**src/rtl/mdu_iter_pkg.sv**
```systemverilog
// Shared encodings for the iterative multiply/divide unit.
// ALU op codes, FSM states and the default datapath width.
package mdu_iter_pkg;

  localparam int WIDTH_DEF = 32;

  localparam logic [3:0] ALU_ADD = 4'b0000;
  localparam logic [3:0] ALU_SUB = 4'b0001;
  localparam logic [3:0] ALU_AND = 4'b0010;
  localparam logic [3:0] ALU_ORR = 4'b0011;
  localparam logic [3:0] ALU_MUL = 4'b0100;
  localparam logic [3:0] ALU_MOV = 4'b0101;
  localparam logic [3:0] ALU_DIV = 4'b0111;

  typedef enum logic [1:0] {
    S_IDLE = 2'd0,
    S_RUN  = 2'd1,
    S_DONE = 2'd2
  } state_t;

endpackage

```
**src/rtl/mdu_step.sv**
```systemverilog
// One iteration of unsigned shift-add multiply or
// restoring divide; purely combinational.
module mdu_step #(
  parameter int WIDTH = 32
) (
  input  logic             div_i,
  input  logic [WIDTH-1:0] acc_i,
  input  logic [WIDTH-1:0] a_i,
  input  logic [WIDTH-1:0] b_i,
  output logic [WIDTH-1:0] acc_o,
  output logic [WIDTH-1:0] a_o,
  output logic [WIDTH-1:0] b_o
);

  logic [WIDTH:0]   sh;
  logic [WIDTH-1:0] diff;
  logic             ge;

  // Remainder is shifted with the next dividend bit; the
  // difference fits WIDTH bits whenever it is kept.
  assign sh   = {acc_i, a_i[WIDTH-1]};
  assign ge   = sh >= {1'b0, b_i};
  assign diff = sh[WIDTH-1:0] - b_i;

  always_comb begin
    acc_o = acc_i;
    a_o   = a_i;
    b_o   = b_i;
    if (div_i) begin
      acc_o = ge ? diff : sh[WIDTH-1:0];
      a_o   = {a_i[WIDTH-2:0], ge};
    end else begin
      acc_o = acc_i + (b_i[0] ? a_i : '0);
      a_o   = a_i << 1;
      b_o   = b_i >> 1;
    end
  end

endmodule

```
**src/rtl/mdu_iter.sv**
```systemverilog
// Iterative MUL/DIV unit: WIDTH iterations per op,
// busy while working, one-cycle done pulse.
module mdu_iter
  import mdu_iter_pkg::*;
#(
  parameter int WIDTH = WIDTH_DEF,
  parameter int CW    = 6
) (
  input  logic             clk,
  input  logic             reset,
  input  logic             start,
  input  logic [3:0]       ALUControl,
  input  logic [WIDTH-1:0] SrcA,
  input  logic [WIDTH-1:0] SrcB,
  output logic             busy,
  output logic             done,
  output logic [WIDTH-1:0] Result,
  output logic [WIDTH-1:0] Rem,
  output logic [1:0]       ALUFlags,
  output logic             DivZero
);

  localparam logic [CW-1:0] LAST = CW'(WIDTH - 1);

  state_t           state_q;
  logic [CW-1:0]    cnt_q;
  logic             div_q;
  logic [WIDTH-1:0] acc_q, a_q, b_q;
  logic [WIDTH-1:0] res_q, rem_q;
  logic [1:0]       flg_q;
  logic             dz_q;

  logic [WIDTH-1:0] acc_n, a_n, b_n;
  logic [WIDTH-1:0] res_d, rem_d;
  logic             is_mul, is_div;

  assign is_mul = ALUControl == ALU_MUL;
  assign is_div = ALUControl == ALU_DIV;

  mdu_step #(.WIDTH(WIDTH)) u_step (
    .div_i (div_q),
    .acc_i (acc_q),
    .a_i   (a_q),
    .b_i   (b_q),
    .acc_o (acc_n),
    .a_o   (a_n),
    .b_o   (b_n)
  );

  // Final iteration output feeds the result registers.
  assign res_d = div_q ? a_n : acc_n;
  assign rem_d = div_q ? acc_n : '0;

  always_ff @(posedge clk) begin
    if (reset) begin
      state_q <= S_IDLE;
      cnt_q   <= '0;
      div_q   <= 1'b0;
      acc_q   <= '0;
      a_q     <= '0;
      b_q     <= '0;
      res_q   <= '0;
      rem_q   <= '0;
      flg_q   <= 2'b00;
      dz_q    <= 1'b0;
    end else begin
      unique case (state_q)
        S_IDLE: begin
          if (start && (is_mul || is_div)) begin
            div_q <= is_div;
            acc_q <= '0;
            a_q   <= SrcA;
            b_q   <= SrcB;
            cnt_q <= '0;
            dz_q  <= 1'b0;
            if (is_div && SrcB == '0) begin
              res_q   <= '1;
              rem_q   <= SrcA;
              flg_q   <= 2'b10;
              dz_q    <= 1'b1;
              state_q <= S_DONE;
            end else begin
              state_q <= S_RUN;
            end
          end
        end
        S_RUN: begin
          acc_q <= acc_n;
          a_q   <= a_n;
          b_q   <= b_n;
          cnt_q <= cnt_q + 1'b1;
          if (cnt_q == LAST) begin
            cnt_q   <= '0;
            res_q   <= res_d;
            rem_q   <= rem_d;
            flg_q   <= {res_d[WIDTH-1], res_d == '0};
            state_q <= S_DONE;
          end
        end
        S_DONE: state_q <= S_IDLE;
        default: state_q <= S_IDLE;
      endcase
    end
  end

  assign busy     = state_q != S_IDLE;
  assign done     = state_q == S_DONE;
  assign Result   = res_q;
  assign Rem      = rem_q;
  assign ALUFlags = flg_q;
  assign DivZero  = dz_q;

endmodule

```
**config.mk**
```make
export PLATFORM = sky130hd
export DESIGN_NAME = mdu_iter
export DESIGN_NICKNAME = d
export VERILOG_FILES = /design/src/rtl/mdu_iter_pkg.sv /design/src/rtl/mdu_step.sv /design/src/rtl/mdu_iter.sv
export SDC_FILE = /design/constraint.sdc
export NUM_CORES = 1
export LEC_CHECK = 0
export ABC_AREA = 1
export CAP_MARGIN = 10
export CORE_ASPECT_RATIO = 0.7
export CORE_MARGIN = 2
export CORE_UTILIZATION = 55
export DETAILED_ROUTE_END_ITERATION = 8
export GPL_ROUTABILITY_DRIVEN = 1
export GPL_TIMING_DRIVEN = 0
export PLACE_DENSITY_LB_ADDON = 0.08
export RECOVER_POWER = 25
export REMOVE_ABC_BUFFERS = 1
export SKIP_CTS_REPAIR_TIMING = 1
export SLEW_MARGIN = 10
export SYNTH_ARGS = -nofsm -noshare
export SYNTH_HDL_FRONTEND = slang
export SYNTH_SLANG_ARGS = --single-unit
```
**constraint.sdc**
```tcl
create_clock -name clk -period 2.8 [get_ports clk]
set_input_delay 0.42 -clock clk [delete_from_list [all_inputs] [get_ports clk]]
set_output_delay 0.42 -clock clk [all_outputs]
set_load 0.05 [all_outputs]
```
==> results.toml, run 1 <==
[global_route]
grt-ovfl-total = 0
antenna_found_initial = 1
grt_start_max_net_pins = 89
track_usage_pct = 35.6
grt_pass1_vias = 13000
grt_pass1_wl_mm = 69.6

[placement]
dpl_cell_area_um2 = 14500
portBuffers = 139
hpwl_mm = 34.4
numPlacedInstances = 2495
dp_slack_ps = -1500
gp_congestion = 0.968

[power_and_ir_drop]
p_leak_nw = 7.69
power-per-cell-area_nw_per_um2 = 434
irDropWorstVdd_mv = 0.460
total_power_mw = 7.26

[worst_setup_path]
cp_max_fo = 7
crit_path_start_kind = "flip-flop"
critPathKind = "reg -> reg"
crit_arrival_ps = 3180
cp_data_required_time_ps = 3180
r2r_cells = 19
r2r_end = "ALUFlags[0]"
reg2reg_slack_ps = 0.2
regToRegStartpoint = "b_q[0]"
worstSetupEndpointType = "flip-flop"

[cells_and_area]
layout_commonest_cell = "nand2_1"
multiInputGateArea_um2 = 9160
fin_cells = 2568
final_cell_mix = "nand2_1, inv_1, dfxtp_1"
drive_above_1_share_pct = 15.9
design_area_um2 = 16700
syn2layout_area_growth_pct = 30.5
seq_area_um2 = 3450
nets = 2380
num-fill-cells = 1863

[job]
cap_violations = 0

[clock_network]
htreeDepth = 4
clock-root-buffer = "clkbuf_16"
cts.reportedPaths.clkPinSlew_ps = 70
cts_buffer_depth = 2
clock-sinks = 171
numCtsBuffers = 17
cts_tree = "done"
clock_latency_ps = 450

[floorplan]
die-area_um2 = 24600
die_h_um = 132
placement_rows = 46
pin_count = 140
die_w_um = 186
core-area_um2 = 22700
start_util_pct = 56.4

[timing]
fin_crit_sh_pct = 100
setup_viol = 0
fin_setup_tns_ps = 0
fin_ws_ps = 0.246
relSlewSlack_pct = 34.9
rsz0062_at_grt = "true"
final.setup_skew_ps = 13.8
worst_pin_slew_ps = 976
fmax_mhz = 357
layout_min_cycle_time_ps = 2800
finalMaxSlewViolations = 0
hold_viol = 0

[synthesis]
synth_area_um2 = 12800
yosysSeqAreaShare_pct = 26.7
syn_inst = 2122
synthFlopType = "dfxtp_1"
ys_ff_latch = 171
yosysUniqueCellTypes = 49
synth-async-reset-ratio_pct = 0
synth_area_per_cell_um2 = 6.04
ys_warn_count = 0
synth-edff-count = 0

[detailed_routing]
ant_nets = 0
vias_per_cell = 5.95
vias = 15300
drtIter0Drc = 2209
avgRoutedWirePerCell_um = 19.4
drc = 0
totalWireLength_mm = 49.7
dr.pass1.iters = 6

[hold_path]
min_path_type = "in -> reg"
min_to = "acc_q[27]"
min-delay-start = "reset"
holdPathStages = 2

[outcome]
status = "finished, final reports clean"
kinds of logic after synthesis:
logic type | Yosys count | share of synthesized area, %
flops | 171 | 26.7
simple gates | 1046 | 33.9
xor+xnor | 26 | 1.78
buf+inv | 375 | 11.3
fa+ha+maj | 67 | 6.66
compound gates | 437 | 19.6
critical path, cell delays in order, from the launching register on:
cell     delay (ps)
dfxtp_4         410
nand2_1          80
inv_1            60
ha_4            190
fa_2            440
nand3_2         110
nand2_2          80
nand2_2         100
nand2_2         100
nand2_1         100
nand2_2          80
nand2_1          80
nand3_2         100
nand2_2         130
nand2_1          70
nor2_2          130
nand3_1         100
nor2_2          150
nand3_1          90
a21oi_1         120
cell type report:
cell class	instances	area share [%]
Antenna cell	1	0.0150
Clock buffer	20	2.79
Clock inverter	12	1.17
Inverter	288	6.61
Multi-Input combinational cell	1582	54.8
Sequential cell	171	20.6
Tap cell	312	2.33
Timing Repair Buffer	182	11.7
synthesized netlist by cell type, drive strengths merged (14+ instances only):
cell type | count | area share (%)
o211ai | 19 | 1.2
nand4 | 26 | 1.3
ha | 65 | 6.3
a21oi | 176 | 7.1
nor3 | 14 | 0.62
a31oi | 58 | 2.8
o21bai | 16 | 0.94
or2 | 26 | 1.3
buf | 23 | 1.0
clkbuf | 64 | 1.9
xnor2 | 16 | 1.1
nor2 | 160 | 4.9
a22oi | 19 | 1.1
nand3 | 132 | 5.2
o21ai | 124 | 4.9
inv | 287 | 8.4
dfxtp | 171 | 27
nand2 | 682 | 20
registers in the layout, summed over array words and instances (netlist names):
register / count
ALUFlags: 1
DivZero: 1
div_q: 1
Rem: 32
cnt_q: 6
a_q: 32
Result: 32
b_q: 32
acc_q: 32
state_q: 2
routing by layer:
metal	global-route usage, %	part of all wire [%]	up-vias
li1	-	-	7171
met1	50.4	42	6985
met2	53.1	42	954
met3	10.5	13	169
met4	8.31	3.2	2
met5	0	0.024	-
per-stage QoR:
step,util [%],hold WS [ps]
after floorplan,-,446
after global routing,73.6,202
after CTS,66.5,202
after detailed placement,63.6,471
after global placement,62.6,460
final,73.6,208
power breakdown:
group / switching, mW / internal [mW] / total (mW) / leakage, nW
combinational: 1.28 / 0.687 / 1.96 / 5.97
sequential: 0.0571 / 2.48 / 2.54 / 1.39
clock: 1.16 / 1.60 / 2.76 / 0.326
total: 2.49 / 4.77 / 7.26 / 7.69
worst max path at each step:
stage | start | end | slack (ps) | depth (start not counted)
2_1_floorplan | state_q[1] | Result[10] | -2420 | 9
3_3_place_gp | ALUControl[1] | Rem[21] | -7500 | 11
3_5_place_dp | state_q[0] | Rem[4] | -1500 | 10
4_1_cts | state_q[0] | Rem[4] | -1520 | 10
5_1_grt | state_q[0] | Rem[4] | -80 | 12
6_report | b_q[0] | ALUFlags[0] | 0.2 | 19
Note: power is estimated with default switching activity, not from simulation.
==> run 2, diff against run 1 <==
==> constraint.sdc (replaced) <==
create_clock -name clk -period 2.8 [get_ports clk]
set_input_delay 0.28 -clock clk [delete_from_list [all_inputs] [get_ports clk]]
set_output_delay 0.28 -clock clk [all_outputs]
set_load 0.05 [all_outputs]
==> run 2 against run 1 <==
Against the previous run:
- the flow now finishes with violations (capacitance limit, slew limit)
- combinational power hardly changed
- largest cell class unchanged
- hold slack worse by 140 ps
- critical endpoint unchanged
- sequential power hardly changed
- first-iteration DRC count is 8.4% lower
- global-route usage stayed put
- largest power group unchanged
- setup slack better by 3.8 ps
- flip-flop and latch count stayed put
- via count is 0.23% higher
- highest routed layer unchanged
- final cell count is 0.12% lower
==> results.toml, run 2 (synthesis results as in run 1) <==
[timing]
hold_viol = 0
rsz0062_at_grt = "true"
setup_viol = 0
fin_crit_sh_pct = 99.9
relSlewSlack_pct = -2.43
fmax_mhz = 358
worst_pin_slew_ps = 1530
final.setup_skew_ps = 18.2
finalMaxSlewViolations = 18
layout_min_cycle_time_ps = 2800
fin_setup_tns_ps = 0

[worst_setup_path]
regToRegStartpoint = "b_q[0]"
worstSetupEndpointType = "flip-flop"
cp_max_fo = 7
reg2reg_slack_ps = 4
crit_arrival_ps = 3170
critPathKind = "reg -> reg"
crit_path_start_kind = "flip-flop"
r2r_cells = 19
cp_data_required_time_ps = 3180
r2r_end = "ALUFlags[0]"

[cells_and_area]
fin_cells = 2565
post-route-util_pct = 73.6
nets = 2378
diodes = 0
seq_area_um2 = 3450
num-fill-cells = 1854
final_cell_mix = "nand2_1, inv_1, dfxtp_1"
syn2layout_area_growth_pct = 30.6
multiInputGateArea_um2 = 9170
layout_commonest_cell = "nand2_1"
design_area_um2 = 16700
drive_above_1_share_pct = 15.8

[detailed_routing]
avgRoutedWirePerCell_um = 19.3
vias = 15300
dr.pass1.iters = 8
vias_per_cell = 5.97
totalWireLength_mm = 49.6
drc = 0
drtIter0Drc = 2023
ant_nets = 0

[placement]
dpl_cell_area_um2 = 14500
numPlacedInstances = 2495
gp_congestion = 0.968
hpwl_mm = 34.4
portBuffers = 139

[global_route]
grt-ovfl-total = 0
grt_pass1_vias = 13000
grt_pass1_wl_mm = 69.6
antenna_found_initial = 1
track_usage_pct = 35.6
grt_start_max_net_pins = 89

[power_and_ir_drop]
power-per-cell-area_nw_per_um2 = 434
p_leak_nw = 7.84
irDropWorstVdd_mv = 0.461

[clock_network]
htreeDepth = 4
cts_tree = "done"
cts.reportedPaths.clkPinSlew_ps = 70
clock-sinks = 171
numCtsBuffers = 17
clock-root-buffer = "clkbuf_16"
cts_buffer_depth = 2
clock_latency_ps = 450

[floorplan]
die_w_um = 186
die_h_um = 132
pin_count = 140
placement_rows = 46
start_util_pct = 56.4
core-area_um2 = 22700
die-area_um2 = 24600

[hold_path]
min_path_type = "in -> reg"
min_to = "acc_q[27]"
min-delay-start = "reset"
holdPathStages = 2

[outcome]
violations = "capacitance limit, slew limit"
status = "finished, violations left"

[job]
cap_violations = 1
-- run 2: worst max-delay path: stages, from the launching register on --
cell and delay (ps):
dfxtp_4 410, nand2_1 80, inv_1 60, ha_4 190
fa_2 430, nand3_2 100, nand2_2 80, nand2_1 110
nand2_2 110, nand2_2 80, nand2_1 100, nand2_1 100
nand3_2 90, nand2_2 130, nand2_1 70, nor2_2 110
nand3_1 100, nor2_2 150, nand3_1 90, a21oi_1 120
-- run 2: power by group --
group,leakage (nW),internal [mW],switching (mW),total [mW]
sequential,1.39,2.48,0.0571,2.54
combinational,6.13,0.686,1.27,1.96
clock,0.326,1.60,1.16,2.76
total,7.84,4.77,2.50,7.26
-- run 2: worst max path at each step --
stage                     slack (ps)  cells past startpoint          start          end
after global routing             -70                     19         b_q[0]  ALUFlags[0]
after global placement         -7360                     11  ALUControl[1]      Rem[21]
after detailed placement       -1500                     10     state_q[0]       Rem[4]
after CTS                      -1520                     10     state_q[0]       Rem[4]
final                              4                     19         b_q[0]  ALUFlags[0]
after floorplan                -2420                      9     state_q[1]   Result[10]
-- run 2: final cells by class --
type                    count  share of cell area [%]
clock buffers              20                    2.79
flip-flops and latches    171                    20.6
multi-input cells        1582                    54.8
well taps                 312                    2.33
inverters                 288                    6.61
clock inverters            12                    1.17
repair buffers            180                    11.7
-- run 2: per-layer routing --
metal | part of all wire, % | GRT usage (%) | vias to the layer above
met1 | 41 | 50.4 | 6972
met4 | 3.3 | 8.31 | 2
li1 | - | - | 7170
met3 | 14 | 10.5 | 165
met2 | 42 | 53.1 | 1007
met5 | 0.024 | 0 | -
-- run 2: metrics by stage --
| stage | hold slack (ps) | worst slack (ps) | power, mW |
|---|---|---|---|
| 6_report | 68.0 | 4.09 | 7.26 |
| 5_1_grt | 63.4 | -69.9 | 7.47 |
| 4_1_cts | 62.1 | -1520 | 6.81 |
| 3_5_place_dp | 471 | -1500 | 4.12 |
| 3_3_place_gp | 460 | -7360 | 4.08 |
| 2_1_floorplan | 349 | -2420 | 3.56 |
